[src/rtl/alu_ctrl_pkg.sv]
`default_nettype none
// ============================================================================
// alu_ctrl_pkg : opcodes, FSM state type and default widths for alu_issue_ctrl
// Revision     : 1.0
// ============================================================================
package alu_ctrl_pkg;

   localparam int DEFAULT_DATA_W = 16;

   localparam logic [3:0] OP_LOADI      = 4'h0;
   localparam logic [3:0] OP_READ       = 4'h1;
   localparam logic [3:0] OP_ADD        = 4'h2;
   localparam logic [3:0] OP_SUB        = 4'h3;
   localparam logic [3:0] OP_OR         = 4'h4;
   localparam logic [3:0] OP_XOR        = 4'h5;
   localparam logic [3:0] OP_AND        = 4'h6;
   localparam logic [3:0] OP_NAND       = 4'h7;
   localparam logic [3:0] OP_NOR        = 4'h8;
   localparam logic [3:0] OP_NOT        = 4'h9;
   localparam logic [3:0] OP_LAST_LEGAL = 4'h9;

   typedef enum logic [1:0] {
      IDLE = 2'd0,
      EXEC = 2'd1,
      RESP = 2'd2
   } state_t;

endpackage
`default_nettype wire

[src/rtl/alu_regfile.sv]
`default_nettype none
// ============================================================================
// alu_regfile : NREG x DATA_W registers, two async read ports, one sync write
// Revision    : 1.0
// ============================================================================
module alu_regfile #(
   parameter int DATA_W = 16,
   parameter int NREG   = 8,
   parameter int ADDR_W = 3
) (
   input  logic              clk,
   input  logic              rst_n,
   input  logic              we,
   input  logic [ADDR_W-1:0] waddr,
   input  logic [DATA_W-1:0] wdata,
   input  logic [ADDR_W-1:0] raddr_a,
   output logic [DATA_W-1:0] rdata_a,
   input  logic [ADDR_W-1:0] raddr_b,
   output logic [DATA_W-1:0] rdata_b
);

   logic [DATA_W-1:0] regs_q [NREG];

   always_ff @(posedge clk or negedge rst_n) begin
      if (!rst_n) begin
         for (int i = 0; i < NREG; i++) begin
            regs_q[i] <= '0;
         end
      end else if (we) begin
         regs_q[waddr] <= wdata;
      end
   end

   assign rdata_a = regs_q[raddr_a];
   assign rdata_b = regs_q[raddr_b];

endmodule
`default_nettype wire

[src/rtl/alu_issue_ctrl.sv]
`default_nettype none
// ============================================================================
// alu_issue_ctrl : one-at-a-time command sequencer in front of the 16-bit ALU
// Revision       : 1.0
// ============================================================================
module alu_issue_ctrl
   import alu_ctrl_pkg::*;
#(
   parameter int DATA_W  = DEFAULT_DATA_W,
   parameter int NREG    = 8,
   parameter int ADDR_W  = 3,
   parameter int ALU_LAT = 1
) (
   input  logic              clk,
   input  logic              rst_n,
   input  logic              cmd_valid,
   output logic              cmd_ready,
   input  logic [3:0]        cmd_opcode,
   input  logic [ADDR_W-1:0] cmd_rd,
   input  logic [ADDR_W-1:0] cmd_rs1,
   input  logic [ADDR_W-1:0] cmd_rs2,
   input  logic [DATA_W-1:0] cmd_imm,
   output logic [DATA_W-1:0] alu_a,
   output logic [DATA_W-1:0] alu_b,
   output logic [3:0]        alu_opcode,
   input  logic [DATA_W-1:0] alu_result,
   output logic              resp_valid,
   input  logic              resp_ready,
   output logic [DATA_W-1:0] resp_data,
   output logic              resp_err,
   output logic              busy
);

   localparam logic [3:0] LAT_CNT = 4'(ALU_LAT);

   state_t            state_q, state_d;
   logic [3:0]        cnt_q, cnt_d;
   logic [DATA_W-1:0] alu_a_q, alu_a_d;
   logic [DATA_W-1:0] alu_b_q, alu_b_d;
   logic [3:0]        alu_op_q, alu_op_d;
   logic [ADDR_W-1:0] rd_q, rd_d;
   logic [DATA_W-1:0] resp_data_q, resp_data_d;
   logic              resp_err_q, resp_err_d;

   logic              rf_we;
   logic [ADDR_W-1:0] rf_waddr;
   logic [DATA_W-1:0] rf_wdata;
   logic [DATA_W-1:0] rf_rdata_a;
   logic [DATA_W-1:0] rf_rdata_b;
   logic              accept;
   logic              is_alu_op;

   // Read ports follow the command fields so operands are sampled at acceptance.
   alu_regfile #(
      .DATA_W (DATA_W),
      .NREG   (NREG),
      .ADDR_W (ADDR_W)
   ) u_regfile (
      .clk     (clk),
      .rst_n   (rst_n),
      .we      (rf_we),
      .waddr   (rf_waddr),
      .wdata   (rf_wdata),
      .raddr_a (cmd_rs1),
      .rdata_a (rf_rdata_a),
      .raddr_b (cmd_rs2),
      .rdata_b (rf_rdata_b)
   );

   assign cmd_ready  = rst_n && (state_q == IDLE);
   assign accept     = cmd_valid && cmd_ready;
   assign is_alu_op  = (cmd_opcode >= OP_ADD) && (cmd_opcode <= OP_LAST_LEGAL);

   always_comb begin
      state_d     = state_q;
      cnt_d       = cnt_q;
      alu_a_d     = alu_a_q;
      alu_b_d     = alu_b_q;
      alu_op_d    = alu_op_q;
      rd_d        = rd_q;
      resp_data_d = resp_data_q;
      resp_err_d  = resp_err_q;
      rf_we       = 1'b0;
      rf_waddr    = cmd_rd;
      rf_wdata    = cmd_imm;

      case (state_q)
         IDLE: begin
            if (accept) begin
               rd_d       = cmd_rd;
               resp_err_d = 1'b0;
               if (cmd_opcode == OP_LOADI) begin
                  rf_we       = 1'b1;
                  resp_data_d = cmd_imm;
                  state_d     = RESP;
               end else if (cmd_opcode == OP_READ) begin
                  resp_data_d = rf_rdata_a;
                  state_d     = RESP;
               end else if (is_alu_op) begin
                  alu_a_d  = rf_rdata_a;
                  alu_b_d  = rf_rdata_b;
                  alu_op_d = cmd_opcode;
                  cnt_d    = LAT_CNT;
                  state_d  = EXEC;
               end else begin
                  resp_data_d = '0;
                  resp_err_d  = 1'b1;
                  state_d     = RESP;
               end
            end
         end
         EXEC: begin
            if (cnt_q != 4'd0) begin
               cnt_d = cnt_q - 4'd1;
            end else begin
               rf_we       = 1'b1;
               rf_waddr    = rd_q;
               rf_wdata    = alu_result;
               resp_data_d = alu_result;
               state_d     = RESP;
            end
         end
         RESP: begin
            if (resp_ready) begin
               resp_err_d = 1'b0;
               state_d    = IDLE;
            end
         end
         default: state_d = IDLE;
      endcase
   end

   always_ff @(posedge clk or negedge rst_n) begin
      if (!rst_n) begin
         state_q     <= IDLE;
         cnt_q       <= '0;
         alu_a_q     <= '0;
         alu_b_q     <= '0;
         alu_op_q    <= '0;
         rd_q        <= '0;
         resp_data_q <= '0;
         resp_err_q  <= 1'b0;
      end else begin
         state_q     <= state_d;
         cnt_q       <= cnt_d;
         alu_a_q     <= alu_a_d;
         alu_b_q     <= alu_b_d;
         alu_op_q    <= alu_op_d;
         rd_q        <= rd_d;
         resp_data_q <= resp_data_d;
         resp_err_q  <= resp_err_d;
      end
   end

   assign alu_a      = alu_a_q;
   assign alu_b      = alu_b_q;
   assign alu_opcode = alu_op_q;
   assign resp_valid = (state_q == RESP);
   assign resp_data  = resp_data_q;
   assign resp_err   = resp_err_q;
   assign busy       = (state_q != IDLE);

endmodule
`default_nettype wire

[config.mk]
export PLATFORM = sky130hd
export DESIGN_NAME = alu_issue_ctrl
export DESIGN_NICKNAME = d
export VERILOG_FILES = /design/src/rtl/alu_ctrl_pkg.sv /design/src/rtl/alu_regfile.sv /design/src/rtl/alu_issue_ctrl.sv
export SDC_FILE = /design/constraint.sdc
export NUM_CORES = 1
export LEC_CHECK = 0
export ABC_AREA = 1
export CORE_MARGIN = 8
export CORE_UTILIZATION = 35
export DETAILED_ROUTE_END_ITERATION = 8
export PLACE_DENSITY = 0.6
export SLEW_MARGIN = 20
export SYNTH_ARGS = -nofsm -noshare
export SYNTH_HDL_FRONTEND = slang
export SYNTH_SLANG_ARGS = --single-unit
[constraint.sdc]
create_clock -name clk -period 3 [get_ports clk]
set_clock_uncertainty 0.1 [all_clocks]
set_input_delay 0.45 -clock clk [delete_from_list [all_inputs] [get_ports clk]]
set_output_delay 0.45 -clock clk [all_outputs]
set_load 0.005 [all_outputs]
# Word-level counts from Yosys, hierarchy flattened
# Cells that the tools add are included.
[totals] out_inout_bits=56 regBits=190
[classes] eq_ne=11 addsub=1 magnitude_cmp=6 n_reduce_logical=16 n_mux=42 bitwise_logic=5
[op_table] operator="2-to-1 mux 16 bit" n=12
[op_table] operator="bitwise mux 128 bit" n=1
[op_table] operator="binary-select mux 16 bit (select 3 bit)" n=2
[op_table] operator="demux 16 bit (select 3 bit)" n=1
[op_table] operator="one-hot mux 16 bit (2 select lines)" n=1
[op_table] operator="2-to-1 mux 4 bit" n=5
[op_table] operator="greater-or-equal comparator 4 bit, second input constant" n=3
[op_table] operator="2-to-1 mux 2 bit" n=6
[op_table] operator="!= test 2 bit, second input constant" n=6
[op_table] operator="inverter 3 -> 4 bit" n=3
[op_table] operator="2-to-1 mux 1 bit" n=8
[op_table] operator="one-hot mux 4 bit (2 select lines)" n=1
[op_table] operator="2-to-1 mux 3 bit" n=2
[op_table] operator="one-hot mux 2 bit (3 select lines)" n=1
[op_table] operator="AND reduction 3 bit" n=2
[op_table] operator="AND reduction 6 bit" n=1
[op_table] operator="nonzero test 2 bit" n=3
[op_table] operator="AND reduction 5 bit" n=1
[op_table] operator="equality test 4 x 1 -> 1 bit, second input constant" n=1
[op_table] operator="greater-or-equal comparator 4 x 2 -> 1 bit, second input constant" n=1
[op_table] operator="less-or-equal comparator 4 bit, second input constant" n=1
[op_table] operator="logical AND 1 bit" n=4
[op_table] operator="zero test 4 bit" n=1
[op_table] operator="< comparator 4 x 1 -> 1 bit, second input constant" n=1
[op_table] operator="other kinds (11)" n=13

# Logic depth before layout (Yosys ltp)
# Gate-level depths: netlist of run 1.
[depth] ltp_word=9 ltp_mapped=12 ltp_nobuf=11

# Modules after synthesis
# A second synthesis of run 1 with hierarchy kept.
[hier_totals] cells_unflattened=1627 hier_area_um2=10771.6
[by_module_without_submodules] mod="alu_regfile" instances=1 seq_area_each_um2=3203.1 cells_each=1165 area_each_um2=7489.7
[by_module_without_submodules] mod="alu_issue_ctrl" instances=1 seq_area_each_um2=1551.5 cells_each=462 area_each_um2=3281.9

# Worst setup path before layout of run 1
# Ideal clock, no wire load.
[synth_path] path_kind="flip-flop to flip-flop" start="register cnt_q[0]" end="register u_regfile.regs_q[125] in the netlist's numbering" stages_incl_launch_ff=13 path_slack_ns=1.130 arrival_time_ns=1.654 setup_ns=0.117 cell_sequence="dfrtp_1 > inv_1 > ha_1 > nand2_2 > nor2_4 > nand2_1 > nand2_2 > nand2_2 > inv_2 > nand2_2 > buf_4 > nand2_1 > nand2_1"
[synth_via] elab_chain_len=9 word_cells_on_any_way=14 cone_classes="order compare: 2; mux: 9; bitwise: 1; reduce/logical: 2"
[synth_rtl] element="start: declaration" line="alu_issue_ctrl.sv:37" source="logic [3:0] cnt_q, cnt_d;"
[synth_rtl] element="start signal: assignment" line="alu_issue_ctrl.sv:145" source="cnt_q <= cnt_d;"
[synth_rtl] element="nonzero test 4 bit *" line="alu_issue_ctrl.sv:113" source="if (cnt_q != 4'd0) begin"
[synth_rtl] element="2-to-1 mux 3 bit" line="alu_issue_ctrl.sv:113"
[synth_rtl] element="2-to-1 mux 3 bit" line="alu_issue_ctrl.sv:87" source="case (state_q)"
[synth_rtl] element="inverter 3 -> 4 bit (not written as such)" line="alu_regfile.sv:30" source="regs_q[waddr] <= wdata;"
[synth_rtl] element="greater-or-equal comparator 4 bit (not written as such) / < comparator 4 x 1 -> 1 bit (equally long branches)" line="alu_regfile.sv:30"
[synth_rtl] element="logical AND 1 bit (not written as such)" line="alu_regfile.sv:30"
[synth_rtl] element="2-to-1 mux 16 bit (not written as such)" line="alu_regfile.sv:30"
[synth_rtl] element="demux 16 bit (select 3 bit)" line="alu_regfile.sv:30"
[synth_rtl] element="bitwise mux 128 bit" line="alu_regfile.sv:30"
[synth_rtl] element="end signal: indexed assignment" line="alu_regfile.sv:30"
[synth_rtl] element="end: declaration" line="alu_regfile.sv:22" source="logic [DATA_W-1:0] regs_q [NREG];"
# Mark *: on every way between the ends. The rest lies on a longest branch, timed or not.
# A chain may end at the register's enable or synchronous reset.

# Final worst setup path of run 1
[layout_path] start="input port rst_n" end="output port cmd_ready"
[layout_via] elab_chain_len=1
[layout_rtl] element="start: declaration" line="alu_issue_ctrl.sv:15" source="input logic rst_n,"
[layout_rtl] element="logical AND 1 bit" line="alu_issue_ctrl.sv:70" source="assign cmd_ready = rst_n && (state_q == IDLE);"
[layout_rtl] element="end: declaration" line="alu_issue_ctrl.sv:17" source="output logic cmd_ready,"
# No other way between the ends.

==> results.ini, run 1 <==
[route]
wl_per_cell_um = 17.5
dr.pass1.iters = 5
drt-initial-drc-count = 1071
wl_um = 36100
viasPerCell = 5.04
num_vias = 10400
drcViolationCount = 0
ant_nets = 0

[grt]
antenna_found_initial = 0
grt_max_degree = 68
grt_first_pass_wirelength_um = 56300
track_usage_pct = 19.8
grt_pass1_vias = 10100
grt-ovfl-total = 0

[logic_synthesis]
synth_edf_count = 0
synthTopCellsByArea = dfrtp_1 (44%), nand2_1 (25%), nand3_1 (7.7%)
ys_seq_area_share_pct = 44.3
syn_avg_cell_area_um2 = 6.76
ys_types = 24
synth_warnings = 0
ys_seq_elements = 190
yosys.area.top_type = dfrtp_1
async_reset_ff_share_pct = 100
yosysTopAreaCellShare_pct = 44.3
syn_area_mm2 = 0.0107
synthCells = 1586
synthesis.nets = 1637
synth_ff_type = dfrtp_1

[layout]
drive_gt1_share_pct = 6.16
nNetsFinal = 1711
antenna_cells = 0
area_growth_pct = 18.9
final_common_cell = nand2_1
fin_cells = 2068
final_cell_mix = nand2_1 (725), dfrtp_1 (190), inv_1 (165), nand3_1 (164), clkdlybuf4s50_1 (99)

[sta]
fmax_mhz = 404
max_slew_margin_pct = 36.4
slew_viol_final = 0
setup_violations = 0
tns_ns = 0
worst_slew_pin_slew_ns = 0.953
hold_violations = 0
grt_setup_unrepaired = no
fin_crit_ns = 2.48
fin_crit_sh_pct = 82.5

[floorplanning]
initial_utilization_pct = 35.3
pin_count = 105
die_w_um = 191
rows = 64
die_area_mm2 = 0.0365
die_h_um = 191
core_mm2 = 0.0303

[placement]
numPortBuffers = 104
placedCellCount = 2036
hpwl_um = 22700
gp_congestion = 0.838

[worst_setup_path]
crit_type = in2out
worstPathRequired_ns = 2.45
crit_path_end_kind = output port
start_kind = input port
critPathMaxFanout = 9
crit_arrival_ns = 1.93

[power]
irDropWorstVdd_uv = 472
p_leak_nw = 6.67
power_density_mw_per_mm2 = 849
finalPower_mw = 10.8

[status]
status = finished, final reports clean

[cts]
clkSinkCount = 190
cts_resized = 0
worstSkewPairLatency_ns = 0.44
clockBufferDepth = 2
postCtsSetupBuffers = 0
cts_tree = yes
cts_made_buffers = 17
clk_pin_slew_worst_paths_ns = 0.07
clock-root-buffer = clkbuf_16
cts_max_level = 4

[run]
cap_viol_max_count = 0

[min_path]
hold_path_class = in2async

-- routing by layer --
metal	track usage (%)	part of all wire, %	wire length (um)
met3	3.16	6.2	2230
met5	0	0	0
met2	31.4	46	16600
met4	7.08	3.0	1090
met1	26.9	45	16200
-- area by class of cell --
type	instances	area (um2)
inverters	168	631
flip-flops and latches	190	4750
clock buffers	19	443
fillers	3150	17600
repair buffers	135	1300
well taps	396	495
multi-input cells	1148	4990
clock inverters	12	136
-- synthesized netlist by cell type, types with 12 or more instances --
| master | count |
|---|---|
| clkbuf_1 | 47 |
| o21ai_1 | 16 |
| nand2_1 | 725 |
| inv_1 | 165 |
| o211ai_1 | 32 |
| nand3_1 | 164 |
| nor2_1 | 76 |
| nand2_2 | 15 |
| o21ai_0 | 59 |
| nor2_4 | 13 |
| dfrtp_1 | 190 |
| buf_2 | 12 |
| a21oi_1 | 32 |
-- cell families (layout without fill, tap and decap cells) --
family | count (synthesis) | count (layout) | synth area share, %
AND/OR/NAND/NOR | 1004 | 1004 | 38.8
buffers and inverters | 248 | 334 | 9.17
AO/OA/AOI/OAI | 140 | 140 | 7.31
flip-flops | 190 | 190 | 44.3
XOR/XNOR | 2 | 2 | 0.163
adder cells (fa/ha/maj) | 2 | 2 | 0.233
-- repair_timing --
action                     4_1_cts  5_1_grt
hold endpoints to repair         5        0
hold buffers                     1        0
setup endpoints to repair        0        0
-- per-stage QoR --
step / worst slack, ns / hold slack (ns) / utilization, % / instance area (um2)
after detailed placement: 0.516 / 0.203 / 40.1 / 12200
after floorplan: 1.13 / 0.0544 / - / 10700
after global placement: 0.574 / 0.203 / 40.1 / 12200
final: 0.525 / 0.359 / 42.0 / 12700
after CTS: 0.472 / 0.376 / 42.0 / 12700
after global routing: 0.422 / 0.385 / 42.0 / 12700
-- critical path, cell delays in order --
cell and delay (ns):
dlygate4sd3_1 0.58, clkbuf_8 0.22, inv_1 0.07, nor2_1 0.09
clkdlybuf4s50_1 0.51
-- registers in the layout, indices dropped and copies added, names as in the netlist --
name and flops:
alu_a 16, alu_b 16, alu_opcode 4, cnt_q 4, rd_q 3, resp_data 16, resp_err 1, state_q 2
u_regfile.regs_q 128
-- power by group --
group / switching (mW) / internal (mW)
clock network: 1.05 / 1.25
logic: 2.25 / 1.66
registers: 0.826 / 3.78
-- final timing paths --
check                      slack, ns  cells after the start                               end                              from
setup / recovery                0.52                      5                         cmd_ready                             rst_n
hold / removal                  0.36                      2  u_regfile.regs_q[34]$_DFFE_PN0P_                             rst_n
setup reg to reg                0.63                      9  u_regfile.regs_q[98]$_DFFE_PN0P_              cnt_q[0]$_DFFE_PN0P_
hold reg to reg                 0.37                      2  u_regfile.regs_q[13]$_DFFE_PN0P_  u_regfile.regs_q[13]$_DFFE_PN0P_
max in group asynchronous       0.73                      4  u_regfile.regs_q[25]$_DFFE_PN0P_                             rst_n
min in group clk                0.37                      2  u_regfile.regs_q[13]$_DFFE_PN0P_  u_regfile.regs_q[13]$_DFFE_PN0P_
No activity file was read; power rests on OpenSTA's default activity.
==> run 2, diff against run 1 <==
Settings changed: PLACE_DENSITY 0.6 to 0.62.
Clock period 3 ns to 2.04 ns, I/O delays scaled along.
==> results.ini, run 2 (synthesis gave the netlist of run 1 again) <==
[power]
finalPower_mw = 16.4
p_leak_nw = 7.09
irDropWorstVdd_uv = 767
power_density_mw_per_mm2 = 1200

[placement]
placed_area_mm2 = 0.0129
placedCellCount = 2084
hpwl_um = 24500
pre_cts_ws_ns = -0.0546
gp_congestion = 0.837
numPortBuffers = 104

[layout]
drive_gt1_share_pct = 9.23
final_cell_mix = nand2_1 (725), dfrtp_1 (188), nand3_1 (164), inv_1 (164), clkdlybuf4s50_1 (97)
regMostFlops = u_regfile.regs_q
fill_cells = 2997
fin_area_mm2 = 0.0136
largest_register_ffs = 128
final_common_cell = nand2_1
nNetsFinal = 1761
fin_cells = 2119
antenna_cells = 0
area_growth_pct = 26.8

[worst_setup_path]
cpMaxStageDelayCell = clkdlybuf4s50_1
worstPathRequired_ns = 1.63
slowest_delay_ns = 0.46
crit_chain = nor2_4 > inv_1 > clkdlybuf4s50_1
crit_path_end_kind = output port
critPathMaxFanout = 4
crit_type = reg2out
cpLargestDelayFamily = buffers and inverters
crit_buf_inv = 2
crit_arrival_ns = 1.55
start_kind = flip-flop

[grt]
antenna_found_initial = 0
grt_first_pass_wirelength_um = 55400
track_usage_pct = 19.3
grt-ovfl-total = 0
grt_pass1_vias = 10100
grt_max_degree = 128

[sta]
fmax_mhz = 510
fin_crit_ns = 1.96
hold_violations = 0
slew_viol_final = 0
max_slew_margin_pct = 44.1
grt_setup_unrepaired = no
setup_violations = 0
fin_crit_sh_pct = 96.1
worst_slew_pin_slew_ns = 0.839
setup_slack_ns = 0.0790
tns_ns = 0

[cts]
worstSkewPairLatency_ns = 0.45
cts_tree = yes
cts_max_level = 4
clockBufferDepth = 2
clkSinkCount = 190
cts_made_buffers = 17
clock-root-buffer = clkbuf_16
clk_pin_slew_worst_paths_ns = 0.08

[route]
viasPerCell = 5.00
wl_per_cell_um = 16.5
dr.pass1.iters = 6
wl_um = 35000
drcViolationCount = 0
num_vias = 10600
ant_nets = 0
drt-initial-drc-count = 1077

[min_path]
hold_path_class = in2async

[floorplanning]
die_h_um = 191
rows = 64
die_w_um = 191
core_mm2 = 0.0303
pin_count = 105
die_area_mm2 = 0.0365
initial_utilization_pct = 35.3

[run]
cap_viol_max_count = 0

[status]
status = finished, final reports clean

[run 2: changes by cell type in the layout (fill, tap and decap cells not counted), sizes merged]
cell | before | now
bufinv | 2 | 1
dlymetal6s2s | 0 | 1
inv | 170 | 175
clkdlybuf4s50 | 99 | 97
dlygate4sd2 | 0 | 1
clkbuf | 20 | 18
clkinv | 5 | 4
buf | 34 | 84
[run 2: what timing repair did]
action | CTS | global route
setup endpoints to repair | 24 | 128
hold endpoints to repair | 63 | 0
pin swaps | 0 | 1
setup buffers | 2 | 0
hold buffers | 1 | 0
gates resized for setup | 5 | 5
[run 2: routing by layer]
metal	vias to the layer above	wire length (um)	track usage [%]
met5	-	0	0
met4	0	969	6.87
met3	47	2000	3.06
met2	363	16000	30.2
met1	5025	16000	26.7
li1	5159	-	-
[run 2: path summary, 6_finish.rpt]
kind	startpoint	to	slack (ns)	cells past startpoint
max	state_q[0]$_DFFE_PN0P_	busy	0.08	3
min	rst_n	state_q[1]$_DFFE_PN0P_	0.18	2
max reg2reg	cnt_q[3]$_DFFE_PN0P_	u_regfile.regs_q[113]$_DFFE_PN0P_	0.13	11
min reg2reg	u_regfile.regs_q[9]$_DFFE_PN0P_	u_regfile.regs_q[9]$_DFFE_PN0P_	0.37	2
max in group asynchronous	rst_n	cnt_q[1]$_DFFE_PN0P_	0.65	3
min in group clk	resp_ready	state_q[1]$_DFFE_PN0P_	0.37	4
[run 2: through the flow]
stage	util (%)	hold slack, ns
floorplan	-	-0.0896
CTS	44.8	0.190
global route	44.8	0.203
detailed placement	42.6	0.0647
finish	44.8	0.183
global placement	42.6	0.0636
[run 2: area by class of cell]
class / instances / area [um2] / share of cell area [%]
multi-input cells: 1148 / 5010 / 36.8
repair buffers: 185 / 2100 / 15.4
inverters: 168 / 631 / 4.63
clock inverters: 15 / 194 / 1.43
clock buffers: 17 / 425 / 3.13
well taps: 396 / 495 / 3.64
flip-flops and latches: 190 / 4760 / 35.0
[run 2: where the power goes]
| part | leakage [nW] | internal (mW) | switching (mW) |
|---|---|---|---|
| registers | 2.31 | 5.56 | 1.24 |
| logic | 4.49 | 2.69 | 3.35 |
| clock network | 0.291 | 1.78 | 1.74 |
| total | 7.09 | 10.0 | 6.33 |
==> variant: new RTL, settings of run 2 <==
Make the reset (`rst_n`) synchronous in 2 clocked blocks. Comments in the files are not updated.
--- a/src/rtl/alu_regfile.sv
+++ b/src/rtl/alu_regfile.sv
@@ -23,3 +23,3 @@
 
-   always_ff @(posedge clk or negedge rst_n) begin
+   always_ff @(posedge clk) begin
       if (!rst_n) begin
--- a/src/rtl/alu_issue_ctrl.sv
+++ b/src/rtl/alu_issue_ctrl.sv
@@ -132,3 +132,3 @@
 
-   always_ff @(posedge clk or negedge rst_n) begin
+   always_ff @(posedge clk) begin
       if (!rst_n) begin
Function: differs if rst_n is asserted again (counterexample within 4 cycles, from zero or initial values and one cycle with rst_n low); with rst_n held inactive, the same outputs for 4 cycles.
==> variant against run 2 <==
The flow now finishes with violations (negative setup slack). Non-clock buffer count rose by 24. Synthesized area fell by 7.7%. Cell area rose by 1.8%. Register-to-register slack got worse by 0.15 ns. Highest routed layer unchanged. Routed wire length fell by 2.5%. Sequential cell count did not move. Cell count fell by 12%. Setup slack got worse by 0.098 ns.
Power is not compared: it rests on default switching activity, and its combinational part moved more than twofold at a synthesized area within 25%.
==> variant: results (changes against run 2) <==
| Metric | Value |
|---|---|
| Post-synth EDFFs | `128 (+128)` |
| Final worst slack | `-0.01872 ns (-0.09773 ns)` |
| CP max stage delay | `0.33 ns (-0.13 ns)` |
| Pin count of the biggest net entering global routing | `81 (-37%)` |
| Via count | `9585 (-9.5%)` |
| Met2 usage | `34.02% (+3.9 points)` |
| Total track usage | `19.35% (+0.053 points)` |
| Failing checks | `negative setup slack` |
| Synthesized Nets | `1366 (-17%)` |
| Vias in the first global route | `9117 (-9.7%)` |
| Async SR Flop Fraction | `0% (-100 points)` |
| Commonest cells post-synth | `241 x nand2_1, 229 x nor2_1, 168 x inv_1` |
| Initial DRC count | `774 (-28%)` |
| Synth area leaders | `edfxtp_1 39%, dfxtp_1 13%, nand2_1 9.1%` |
| GRT met1 Usage | `23.23% (-3.4 points)` |
| Post-DP HPWL | `23790 um (-2.9%)` |
| Drt wl/cell | `18.34 um (+11%)` |
| Synthesized area per cell | `7.520 um^2 (+11%)` |
| Slew headroom | `30.07% (-14 points)` |
| Arrival time at the worst endpoint | `2.26 ns (+0.71 ns)` |
| Grt met3 use | `2.737% (-0.33 points)` |
| Layout cells sized above 1 | `17.27% (+8.0 points)` |
| GP Congestion | `0.9169 (+9.6%)` |
| Worst hold-check path type | `in2reg` |
| Met2 Routed Length | `17190 um (+7.2%)` |
| Run status | `finished, violations left` |
| Final setup fails | `52 (+52)` |
| PostCTS Resize Cnt | `59 (+54)` |
| Critical path's slowest cell | `dfxtp_2` |
| Post-CTS Setup Bufs | `4 (+2)` |
[variant: cell types whose count changed in the layout (fill, tap and decap cells not counted), moves of 31 or more]
cell | before | now
dfxtp_1 | 0 | 58
a21oi_1 | 32 | 118
dfrtp_1 | 188 | 0
nor2_4 | 14 | 45
o21ai_0 | 59 | 121
nand3_1 | 164 | 104
edfxtp_1 | 0 | 128
o211ai_1 | 32 | 1
nand2_1 | 725 | 226
nor2_1 | 76 | 159
[variant: final timing paths]
check / endpoint / slack [ns] / cells after the start
worst min register to register: resp_data[14]$_SDFFE_PN0P_ / 0.37 / 2
worst max register to register: u_regfile.regs_q[2][8]$_SDFFCE_PN0P_ / -0.02 / 13
worst min-delay path: alu_a[5]$_SDFFE_PN0P_ / 0.08 / 3
worst max-delay path: u_regfile.regs_q[2][8]$_SDFFCE_PN0P_ / -0.02 / 13
[variant: logic make-up (layout without fill, tap and decap cells)]
group	count (synthesis)	in the layout	share of synthesized area, %
adders and majority gates	1	1	0.1264
DFF	190	190	51.38
buffers and inverters	254	412	9.786
and+or+nand+nor	594	602	24.33
AOI/OAI and AO/OA	277	277	14.38
[variant: area by class of cell]
class | count | area (um^2)
multi-input combinational | 880 | 4687
fill | 2576 | 13940
inverter | 171 | 641.9
tap | 378 | 473.0
sequential | 190 | 5090
clock inverter | 11 | 116.4
timing repair buffer | 209 | 2396
clock buffer | 21 | 440.4
[variant: stage by stage]
stage | setup TNS, ns | power (uW) | cells | util, %
floorplan | -0.3730 | 5189 | 1316 | -
CTS | -0.02950 | 9325 | 1852 | 47.59
detailed placement | -69.21 | 6032 | 1810 | 44.12
finish | -0.2303 | 9390 | 1860 | 49.83
global route | -10.94 | 9728 | 1860 | 49.83
global placement | -73.77 | 6013 | 1810 | 44.12
